File: config.mk
export PLATFORM = sky130hd
export DESIGN_NAME = sccb_write_arbiter
export DESIGN_NICKNAME = d
export VERILOG_FILES = /design/src/rtl/sccb_write_arbiter.sv
export SDC_FILE = /design/constraint.sdc
export NUM_CORES = 1
export LEC_CHECK = 0
export ABC_AREA = 1
export BUFFER_PORTS_ARGS = -buffer_cell sky130_fd_sc_hd__buf_2
export CORE_MARGIN = 3
export CORE_UTILIZATION = 50
export CTS_CLUSTER_SIZE = 40
export DETAILED_ROUTE_END_ITERATION = 7
export PLACE_DENSITY = 0.82
export SLEW_MARGIN = 20
export SYNTH_ARGS = -nofsm -noshare
export SYNTH_HDL_FRONTEND = slang
export SYNTH_SLANG_ARGS = --single-unit
File: constraint.sdc
create_clock -name clk_in -period 3.1 [get_ports clk_in]
set_input_delay 0.62 -clock clk_in [delete_from_list [all_inputs] [get_ports clk_in]]
set_output_delay 0.62 -clock clk_in [all_outputs]
set_load 0.02 [all_outputs]
File: src/rtl/sccb_write_arbiter.sv
// Round-robin arbiter sharing one SCCB single-register write engine among NUM_REQ requesters.
// Optional build macro SCCB_ARB_PRIORITY_EN gives requester 0 strict priority over the round-robin group.
module sccb_write_arbiter #(
    parameter int unsigned NUM_REQ        = 4,
    parameter int unsigned TIMEOUT_CYCLES = 1000000
) (
    input  logic                         clk_in,
    input  logic                         rst_n_in,
    input  logic [NUM_REQ-1:0]           req_valid_in,
    input  logic [24*NUM_REQ-1:0]        req_regpair_in,
    output logic [NUM_REQ-1:0]           req_ready_out,
    output logic [NUM_REQ-1:0]           req_done_out,
    output logic [NUM_REQ-1:0]           req_error_out,
    output logic                         wr_valid_out,
    input  logic                         wr_ready_in,
    output logic [23:0]                  wr_regpair_out,
    input  logic                         wr_done_in,
    input  logic                         wr_missed_ack_in,
    output logic                         busy_out,
    output logic [$clog2(NUM_REQ)-1:0]   grant_idx_out
);

    localparam int unsigned REGPAIR_W = 24;
    localparam int unsigned IDX_W     = $clog2(NUM_REQ);
    localparam int unsigned TMR_W     = $clog2(TIMEOUT_CYCLES) + 1;

    localparam logic [IDX_W:0]       NUM_REQ_W   = (IDX_W+1)'(NUM_REQ);
    localparam logic [TMR_W-1:0]     TMR_LAST    = TMR_W'(TIMEOUT_CYCLES - 1);
    localparam logic [TMR_W-1:0]     TMR_MAX     = {TMR_W{1'b1}};
    localparam logic [NUM_REQ-1:0]   REQ_ONE     = {{(NUM_REQ-1){1'b0}}, 1'b1};
    localparam logic [REGPAIR_W-1:0] TERMINATOR  = '0;

    typedef enum logic [1:0] {
        ST_IDLE      = 2'd0,
        ST_ISSUE     = 2'd1,
        ST_WAIT_DONE = 2'd2,
        ST_COMPLETE  = 2'd3
    } state_t;

    state_t                 state;
    state_t                 state_nxt;

    logic [IDX_W-1:0]       rr_ptr;
    logic [IDX_W-1:0]       rr_ptr_nxt;
    logic [IDX_W:0]         ptr_inc;
    logic                   err_flag;
    logic [TMR_W-1:0]       timer;
    logic                   timeout_hit;

    logic [NUM_REQ-1:0]     cand_mask;
    logic [IDX_W:0]         cand;
    logic                   found;
    logic [IDX_W-1:0]       pick;
    logic [REGPAIR_W-1:0]   sel_regpair;
    logic                   accept;

    // Rotating search from rr_ptr; the first valid requester at or after the pointer wins.
    always_comb begin : rr_search
        cand_mask = req_valid_in;
        cand      = '0;
        found     = 1'b0;
        pick      = '0;
`ifdef SCCB_ARB_PRIORITY_EN
        cand_mask[0] = 1'b0;
`endif
        for (int unsigned k = 0; k < NUM_REQ; k++) begin
            cand = {1'b0, rr_ptr} + (IDX_W+1)'(k);
            if (cand >= NUM_REQ_W) begin
                cand = cand - NUM_REQ_W;
            end
            if (!found && cand_mask[cand[IDX_W-1:0]]) begin
                found = 1'b1;
                pick  = cand[IDX_W-1:0];
            end
        end
`ifdef SCCB_ARB_PRIORITY_EN
        if (req_valid_in[0]) begin
            found = 1'b1;
            pick  = '0;
        end
`endif
    end

    always_comb begin : regpair_mux
        sel_regpair = '0;
        for (int unsigned i = 0; i < NUM_REQ; i++) begin
            if (pick == IDX_W'(i)) begin
                sel_regpair = req_regpair_in[REGPAIR_W*i +: REGPAIR_W];
            end
        end
    end

    assign accept      = (state == ST_IDLE) && found;
    assign timeout_hit = (timer == TMR_LAST);
    assign ptr_inc     = {1'b0, grant_idx_out} + (IDX_W+1)'(1);
    assign rr_ptr_nxt  = (ptr_inc == NUM_REQ_W) ? '0 : ptr_inc[IDX_W-1:0];

    always_ff @(posedge clk_in or negedge rst_n_in) begin : state_reg
        if (!rst_n_in) begin
            state <= ST_IDLE;
        end else begin
            state <= state_nxt;
        end
    end

    always_comb begin : next_state_logic
        state_nxt = state;
        case (state)
            ST_IDLE: begin
                if (accept) begin
                    state_nxt = (sel_regpair == TERMINATOR) ? ST_COMPLETE : ST_ISSUE;
                end
            end
            ST_ISSUE: begin
                if (wr_ready_in) begin
                    state_nxt = ST_WAIT_DONE;
                end
            end
            ST_WAIT_DONE: begin
                if (wr_done_in || timeout_hit) begin
                    state_nxt = ST_COMPLETE;
                end
            end
            ST_COMPLETE: state_nxt = ST_IDLE;
            default:     state_nxt = ST_IDLE;
        endcase
    end

    // Ready is the accept strobe itself, masked during reset so no requester sees a phantom accept.
    always_comb begin : output_logic
        req_ready_out = '0;
        req_done_out  = '0;
        req_error_out = '0;
        wr_valid_out  = 1'b0;
        busy_out      = (state != ST_IDLE);
        case (state)
            ST_IDLE: begin
                if (accept && rst_n_in) begin
                    req_ready_out = REQ_ONE << pick;
                end
            end
            ST_ISSUE: wr_valid_out = 1'b1;
            ST_COMPLETE: begin
                req_done_out = REQ_ONE << grant_idx_out;
                if (err_flag) begin
                    req_error_out = REQ_ONE << grant_idx_out;
                end
            end
            default: ;
        endcase
    end

    // Transaction context: latched regpair, grant, sticky error, wait timer and fairness pointer.
    always_ff @(posedge clk_in or negedge rst_n_in) begin : datapath_regs
        if (!rst_n_in) begin
            rr_ptr         <= '0;
            grant_idx_out  <= '0;
            wr_regpair_out <= '0;
            err_flag       <= 1'b0;
            timer          <= '0;
        end else begin
            case (state)
                ST_IDLE: begin
                    if (accept) begin
                        wr_regpair_out <= sel_regpair;
                        grant_idx_out  <= pick;
                        err_flag       <= 1'b0;
                        timer          <= '0;
                    end
                end
                ST_WAIT_DONE: begin
                    if (timer != TMR_MAX) begin
                        timer <= timer + TMR_W'(1);
                    end
                    if (wr_missed_ack_in || (timeout_hit && !wr_done_in)) begin
                        err_flag <= 1'b1;
                    end
                end
                ST_COMPLETE: begin
`ifdef SCCB_ARB_PRIORITY_EN
                    if (grant_idx_out != '0) begin
                        rr_ptr <= rr_ptr_nxt;
                    end
`else
                    rr_ptr <= rr_ptr_nxt;
`endif
                end
                default: ;
            endcase
        end
    end

    a_ready_onehot: assert property (@(posedge clk_in) disable iff (!rst_n_in)
        $onehot0(req_ready_out));
    a_done_onehot: assert property (@(posedge clk_in) disable iff (!rst_n_in)
        $onehot0(req_done_out));
    a_error_with_done: assert property (@(posedge clk_in) disable iff (!rst_n_in)
        (req_error_out & ~req_done_out) == '0);
    a_regpair_stable: assert property (@(posedge clk_in) disable iff (!rst_n_in)
        (wr_valid_out && !wr_ready_in) |=> $stable(wr_regpair_out));

endmodule

==> summary.md, run 1 <==
| Metric | Value |
|---|---|
| Die area | `8730 sq um` |
| Max-slew violation count | `0` |
| Crit-path leading delay family | `simple AND/OR/NAND/NOR gates` |
| FF-to-FF End | `state[1]` |
| Cells on worst reg2reg path | `20` |
| CP endpoint kind | `output pin` |
| CP arrival | `2.35 ns` |
| Average cell area after synthesis | `6.706 sq um` |
| Clock-pin slew on the worst setup and hold paths | `0.11 ns` |
| Final WL | `11380 microns` |
| TritonCTS clock tree | `built` |
| GPL Wtd Cong | `a little over 1` |
| Yosys cell types | `34` |
| Final nets | `between 800 and 900` |
| Gr usage total | `25.91%` |
| # IOs | `145` |
| Largest register FFs | `24` |
| Critical path required time | `2.48 ns` |
| Critical Path Fanout Max | `21` |
| Initial DRC count | `between 200 and 250` |
| Core area | `7331 sq um` |
| CP Launch Type | `register` |
| Final core utilization | `64.79%` |
| Dpl cells | `800` |
| Final period utilization | `95.93%` |
| Clock tree sinks | `52` |
| # rows | `31` |
| Lkg Pwr | `2.519 nW` |
| Setup ws final | `0.1263 ns` |
| Syn Nets | `684` |
| Later-pin clock latency in the skew report | `0.32 ns` |
| Slew @ Worst Pin | `0.6709 ns` |
| Top flop regs | `wr_regpair_out: 24 flops, timer: 21 flops` |
| First-pass GRT wire length | `18240 microns` |
| Via density | `5.279` |
| Vias in the first global route | `4119` |
| Power per cell area | `1139 nW/um^2` |
| H-tree depth | `2` |
| Largest reg by FF count | `wr_regpair_out` |
| Grt total ovfl | `0` |
| Yosys reg bits | `between 50 and 60` |
| Ant. Diodes | `0` |
| Bufs on Longest Clock Path | `2` |
| Max stage delay on crit path | `0.45 ns` |
| RR Startpoint | `rr_ptr[0]` |
| # setup viols final | `0` |
| Port buffer count | `about 140` |
| Final non-filler cell total | `810` |
| Final ANT Viol Nets | `0` |
| Cells after Synth | `between 500 and 600` |
| Fin crit period | `between 2 and 3 ns` |
| Slew headroom | `55.27%` |
| DP HPWL | `9253 microns` |
| Mapped Area | `3822 sq um` |
| Total power | `5.411 mW` |
| Fin. Hold Viols | `0` |
| Worst-path cell chain | `inv_1, nand2_1, nand2_2, nand2_2, nand2_2, nor2_4, nand2_1, nand3_2, nand2_4, buf_6, nand2_1, nor2_1, buf_2` |
| Die H | `a little over 90 microns` |
| Via Count | `approximately 4300` |
| DR WL/cell | `14.05 microns` |
| Reg-to-reg slack, setup | `between 0.3 and 0.4 ns` |
| Max VDD drop | `between 0.9 and 1 mV` |
| Hold Crit Class | `reg -> reg` |
| Post-CTS Hold Buffers | `0` |
| Unrepaired setup endpoints after global routing | `yes` |
| Max Fclk | `roughly 340 MHz` |
| Max Cap Viol | `0` |
| Hold Path Sink | `timer[9]` |
| Clk_skew | `approximately 0.012 ns` |
| Hold Path Origin | `timer[9]` |
| Worst hold stages | `1` |
| Hold_ws | `roughly 0.47 ns` |
| Register area share after synthesis | `34.04%` |
| Initial Utilization | `52.14%` |
| WP buf/inv | `3` |
| YS warnings | `0` |
| Setup WS pre-CTS | `0.08819 ns` |
| Antenna violations before repair | `0` |
| Die span in x | `93.44 microns` |
| Largest net degree at the start of global routing | `between 50 and 60` |
| Pre-Repair DR Iteration Count | `5` |
| Synth-to-Final Area Change | `24.26%` |
| Clock Root Buffer | `clkbuf_8` |
| Status | `complete, no violations` |
| CTS buffer count | `5` |
| Share of cells above drive strength 1 | `26.58%` |
| Drt drc | `0` |
| Slowest CP cell | `dfrtp_1` |
| Crit Path Class | `reg -> out` |
-- synth_stat cells --
cell      number  area share, %
clkbuf_1       8           0.79
nor2_1        62            6.1
or4_1          1           0.20
buf_2          4           0.52
a21oi_1       15            2.0
nand2_1      135             13
clkinv_2       1           0.13
nor3_1        16            2.1
nand2_2        7            1.1
nor2_4         1           0.29
nor4_1         4           0.65
a21oi_2        1           0.23
o21ai_1        1           0.13
buf_1          1          0.098
ha_1           9            2.9
nand2_4        2           0.59
nand4_1       19            3.1
inv_1         67            6.6
inv_2          2           0.20
dfrtp_1       52             34
or2_0          1           0.16
nor2_2         4           0.65
nand4_2        1           0.33
a31oi_1        1           0.16
and3_1         1           0.16
buf_4          5           0.98
o41ai_1        1           0.23
o21ai_0       37            4.8
xor2_1         9            2.1
buf_6          5            1.5
nand3_1       83             11
o31ai_1        9            1.8
a22oi_1        1           0.20
nand3_2        4            1.0
-- power by group --
part	total, mW	leakage [nW]	switching (mW)	internal (mW)
Clock	0.506	0.0607	0.256	0.249
Combinational	3.85	1.78	2.63	1.22
Sequential	1.05	0.678	0.151	0.900
Total	5.41	2.52	3.04	2.37
-- timing repair --
| action | CTS | global route |
|---|---|---|
| endpoints found under the hold margin | 0 | 0 |
| setup buffers | 0 | 2 |
| pin swaps | 0 | 0 |
| setup endpoints to repair | 3 | 5 |
| resized for setup | 1 | 4 |
-- cells by family after synthesis --
| group | Yosys count | share of synthesized area, % |
|---|---|---|
| buffers and inverters | 93 | 10.77 |
| XOR/XNOR | 9 | 2.062 |
| AND/OR/NAND/NOR | 341 | 40.65 |
| flip-flops | 52 | 34.04 |
| AO/OA/AOI/OAI | 66 | 9.525 |
| adder cells (fa/ha/maj) | 9 | 2.946 |
-- routing by layer --
layer  routed length, microns  part of all wire, %  GRT usage [%]  vias to the layer above
met5                        0                    0              0                        -
met4                      246                  2.2          8.059                        0
met3                      683                  6.0          3.138                       18
met2                     5502                   48          45.27                      161
met1                     4947                   43          33.27                     1947
li1                         -                    -              -                     2150
-- worst register-to-register path: stages (launching register included) --
cell,delay [ns]
dfrtp_2,0.44
buf_12,0.15
nand2_1,0.06
nand2_1,0.10
nand2_1,0.10
nand2_2,0.06
nor2_4,0.13
nand3_2,0.09
nand3_2,0.17
nand2_4,0.12
buf_4,0.15
nor2_1,0.48
nand2_1,0.12
nand3_1,0.12
nor2_1,0.07
nand2_1,0.06
nor2_1,0.05
nand2_1,0.06
nor2_1,0.04
nand2_1,0.08
a21oi_2,0.06
-- worst max-delay path by stage --
| stage | from | to | slack, ns | cells past startpoint |
|---|---|---|---|---|
| 2_1_floorplan | req_valid_in[3] | req_ready_out[1] | 0.36 | 11 |
| 4_1_cts | rr_ptr[0] | req_ready_out[3] | 0.02 | 12 |
| 6_report | rr_ptr[1] | req_ready_out[0] | 0.13 | 13 |
| 5_1_grt | rr_ptr[0] | req_ready_out[0] | -0.03 | 13 |
| 3_3_place_gp | req_valid_in[1] | state[1] | 0.24 | 19 |
| 3_5_place_dp | req_valid_in[1] | state[1] | 0.09 | 19 |
-- cell type report --
cell class / count / area [sq um]
fillers: 662 / 2581
multi-input cells: 425 / 2110
flip-flops and latches: 52 / 1303
repair buffers: 156 / 827.0
inverters: 70 / 267.8
well taps: 99 / 123.9
clock buffers: 5 / 68.82
clock inverters: 3 / 50.05
-- through the flow --
step	cell area, sq um	TNS (ns)
2_1_floorplan	3822	0
3_3_place_gp	4594	0
3_5_place_dp	4594	0
4_1_cts	4715	0
5_1_grt	4750	-0.05051
6_report	4750	0
-- layout by cell type (no fill, tap or decap), types with 2 or more instances in the layout --
| cell | count |
|---|---|
| buf_2 | 144 |
| nand2_1 | 135 |
| nand3_1 | 83 |
| inv_1 | 66 |
| nor2_1 | 62 |
| dfrtp_1 | 51 |
| o21ai_0 | 37 |
| nand4_1 | 19 |
| nor3_1 | 16 |
| a21oi_1 | 15 |
| buf_4 | 10 |
| o31ai_1 | 9 |
| xor2_1 | 9 |
| ha_1 | 9 |
| nand2_2 | 7 |
| clkbuf_8 | 5 |
| nand3_2 | 4 |
| nor2_2 | 4 |
| nor4_1 | 4 |
| inv_2 | 2 |
| inv_4 | 2 |
| nand2_4 | 2 |
No activity file was read; power rests on OpenSTA's default activity.
==> run 2, diff against run 1 <==
ABC_AREA = 0   (was 1)
CORE_UTILIZATION = 48   (was 50)
GPL_TIMING_DRIVEN = 0   (was not set)
MAX_ROUTING_LAYER = met4   (was not set)
==> run 2 against run 1 <==
Against the previous run:
- final area decreased by 9.5%
- sequential cell count unchanged
- clock skew fell by 0.0048 ns
- sequential share of layout area is 2.8 points higher
- critical path depth shrank 5
- critical path type is now in -> out
- critical endpoint is now req_ready_out[2]
- largest cell class unchanged
- largest power group unchanged
==> summary.md, run 2 <==
| Metric | Value |
|---|---|
| Synth area leader | `dfrtp_1` |
| Largest net degree at the start of global routing | `54 (+1.9%)` |
| Share of cells above drive strength 1 | `31.85% (+5.3 points)` |
| Post-CTS Hold Buffers | `0 (unchanged)` |
| Gr usage total | `26.43% (+0.52 points)` |
| Later-pin clock latency in the skew report | `0.31 ns (about the same)` |
| First-pass GRT wire length | `15790 microns (-13%)` |
| CP endpoint kind | `output pin` |
| Port buffer count | `144 (unchanged)` |
| Sequential cell area | `1301 sq um (about the same)` |
| Die H | `89.35 microns (-4.4%)` |
| Max stage delay on crit path | `0.39 ns (-0.06 ns)` |
| Initial Utilization | `51.05% (-1.1 points)` |
| Die span in x | `89.35 microns (-4.4%)` |
| # setup viols final | `0 (unchanged)` |
| Pre-Repair DR Iteration Count | `4 (-1)` |
| Placed instance area | `4154 sq um (-9.6%)` |
| Drt drc | `0 (unchanged)` |
| Slew headroom | `56.90% (+1.6 points)` |
| Critical path required time | `2.48 ns (about the same)` |
| Clock tree sinks | `52 (unchanged)` |
| Critical Path Fanout Max | `10 (-52%)` |
| Most common cell after layout, fill and taps aside | `buf_2` |
| DP HPWL | `8161 microns (-12%)` |
| Final ANT Viol Nets | `0 (unchanged)` |
| Largest register FFs | `24 (unchanged)` |
| Cells after Synth | `415 (-27%)` |
| Die area | `7983 sq um (-8.6%)` |
| Slew @ Worst Pin | `0.6465 ns (-0.02438 ns)` |
| Core area | `6531 sq um (-11%)` |
| Final WL | `9913 microns (-13%)` |
| Max Cap Viol | `0 (unchanged)` |
| # rows | `29 (-6.5%)` |
| Main flop type after synthesis | `dfrtp_1` |
| Clock Root Buffer | `clkbuf_8` |
| Yosys reg bits | `52 (unchanged)` |
| Synth-to-Final Area Change | `28.97%` |
| Final instance area | `4300 sq um (-9.5%)` |
| Via density | `5.520 (+4.6%)` |
| Hold Crit Class | `in -> async` |
| Worst-path cell chain | `buf_2, nor2b_1, o21a_1, nor3_4, buf_2, clkbuf_2, nor3_1, buf_2` |
| Synth top area share | `39.02% (+5.0 points)` |
| Bufs on Longest Clock Path | `2 (unchanged)` |
| TritonCTS clock tree | `built` |
| H-tree depth | `2 (unchanged)` |
| Register area share after synthesis | `39.02% (+5.0 points)` |
| # IOs | `145 (unchanged)` |
| Most numerous cell in the Yosys netlist | `nand2_1` |
| CP arrival | `2.28 ns (-0.07 ns)` |
| Clk_skew | `0.007247 ns (-0.004849 ns)` |
| Yosys cell types | `44 (+29%)` |
| Slowest CP cell | `nor3_4` |
| Status | `complete, no violations` |
| Synth top cells by count | `111 x nand2_1, 52 x dfrtp_1, 25 x nor2_1` |
| Lkg Pwr | `2.148 nW (-15%)` |
| Top flop regs | `wr_regpair_out: 24 flops, timer: 21 flops` |
| Setup ws final | `0.1982 ns (+0.07194 ns)` |
| CP Launch Type | `input pin` |
| Clock-pin slew on the worst setup and hold paths | `0.09 ns (-0.02 ns)` |
| Ranking of synthesized cells by area | `dfrtp_1 39%, nand2_1 12%, mux2_2 4.1%` |
| Crit path top cell by count | `buf_2` |
| Fillers | `578 (-13%)` |
| GPL Wtd Cong | `0.9390 (-9.5%)` |
| Initial DRC count | `114 (-46%)` |
| Vias in the first global route | `3439 (-17%)` |
| Async set-reset flop share out of synthesis | `100.0% (unchanged)` |
| Max-slew violation count | `0 (unchanged)` |
| Average cell area after synthesis | `8.035 sq um (+20%)` |
| Final nets | `676 (-18%)` |
| Syn Nets | `529 (-23%)` |
| Area of the multi-input gates | `1921 sq um (-9.0%)` |
| Dpl cells | `636 (-21%)` |
| Max Fclk | `344.6 MHz (+2.5%)` |
| CTS buffer count | `5 (unchanged)` |
| Power per cell area | `849.5 nW/um^2 (-25%)` |
| Fin crit period | `2.902 ns (-0.07194 ns)` |
| Largest reg by FF count | `wr_regpair_out` |
| Unrepaired setup endpoints after global routing | `no` |
| Post-synth EDFFs | `0 (unchanged)` |
| Final non-filler cell total | `639 (-21%)` |
| Max VDD drop | `0.4721 mV (-52%)` |
| Via Count | `3527 (-18%)` |
| Most frequent cells in the layout | `148 x buf_2, 110 x nand2_1, 52 x dfrtp_1` |
| Setup WS pre-CTS | `-0.2521 ns (-0.3403 ns)` |
| Grt total ovfl | `0 (unchanged)` |
| DR WL/cell | `15.51 microns (+10%)` |
| Fin. Hold Viols | `0 (unchanged)` |
| Final period utilization | `93.60% (-2.3 points)` |
| Mapped Area | `3334 sq um (-13%)` |
| Ant. Diodes | `0 (unchanged)` |
| Antenna violations before repair | `0 (unchanged)` |
| Crit Path Class | `in -> out` |
| YS warnings | `0 (unchanged)` |
## run 2: cell count changes after synthesis, sizes merged, moves of 14 or more
| cell | previous run | this run |
|---|---|---|
| inv | 69 | 11 |
| mux2 | 0 | 14 |
| nand4 | 20 | 4 |
| nand3 | 87 | 21 |
| nor2 | 67 | 25 |
| nand2 | 144 | 111 |
## run 2: worst paths after layout
check | from | slack (ns) | cells past startpoint | endpoint
setup / recovery | req_valid_in[2] | 0.20 | 8 | req_ready_out[2]
hold / removal | rst_n_in | 0.33 | 1 | rr_ptr[1]
setup reg to reg | timer[0] | 0.37 | 10 | timer[18]
hold reg to reg | wr_regpair_out[8] | 0.49 | 2 | wr_regpair_out[8]
max in group asynchronous | rst_n_in | 2.34 | 1 | wr_regpair_out[19]
min in group clk_in | wr_regpair_out[8] | 0.49 | 2 | wr_regpair_out[8]
## run 2: power by group
part	internal, mW	total (mW)	switching (mW)
Combinational	0.725	2.05	1.33
Sequential	0.903	1.05	0.149
Clock	0.318	0.548	0.230
## run 2: critical path, delay by kind of cell
| kind | cells | cell delay, ns |
|---|---|---|
| buffers and inverters | 4 | 0.83 |
| AND/OR/NAND/NOR | 3 | 0.59 |
| AO/OA/AOI/OAI | 1 | 0.23 |
## run 2: metal layers
layer	vias to the layer above	GRT usage, %	wire (microns)
met4	0	9.202	291
met5	-	-	0
met3	23	5.622	643
li1	1728	-	-
met2	141	44.61	4864
met1	1635	31.16	4112
## run 2: cells by family after synthesis
kind of cell    after synthesis  share of synthesized area [%]
simple gates                205                          27.62
mux                          17                          5.629
buf+inv                      34                          4.240
xor+xnor                     15                          3.940
flops                        52                          39.02
compound gates               83                          16.17
fa+ha+maj                     9                          3.377
## run 2: layout make-up
class / count / area share [%]
well taps: 77 / 2.240
inverters: 11 / 0.9892
clock inverters: 2 / 1.397
repair buffers: 144 / 16.82
multi-input cells: 329 / 44.66
flip-flops and latches: 52 / 30.26
clock buffers: 5 / 1.600
plain buffers: 19 / 2.037
## run 2: per-stage QoR
step / setup TNS, ns / utilization [%] / total power [mW] / hold slack (ns)
after detailed placement: -1.055 / 63.60 / 3.109 / 0.4648
final: 0 / 65.84 / 3.653 / 0.3277
after CTS: 0 / 65.73 / 3.656 / 0.3557
after global placement: -0.9669 / 63.56 / 3.040 / 0.4595
after floorplan: 0 / - / 2.419 / 0.3244
after global routing: 0 / 65.84 / 3.930 / 0.3771
## run 2: what timing repair did
item	CTS	global route
endpoints found under the setup margin	4	6
buffers inserted	0	0
resized for setup	3	8
endpoints found under the hold margin	0	0
gates cloned	0	0
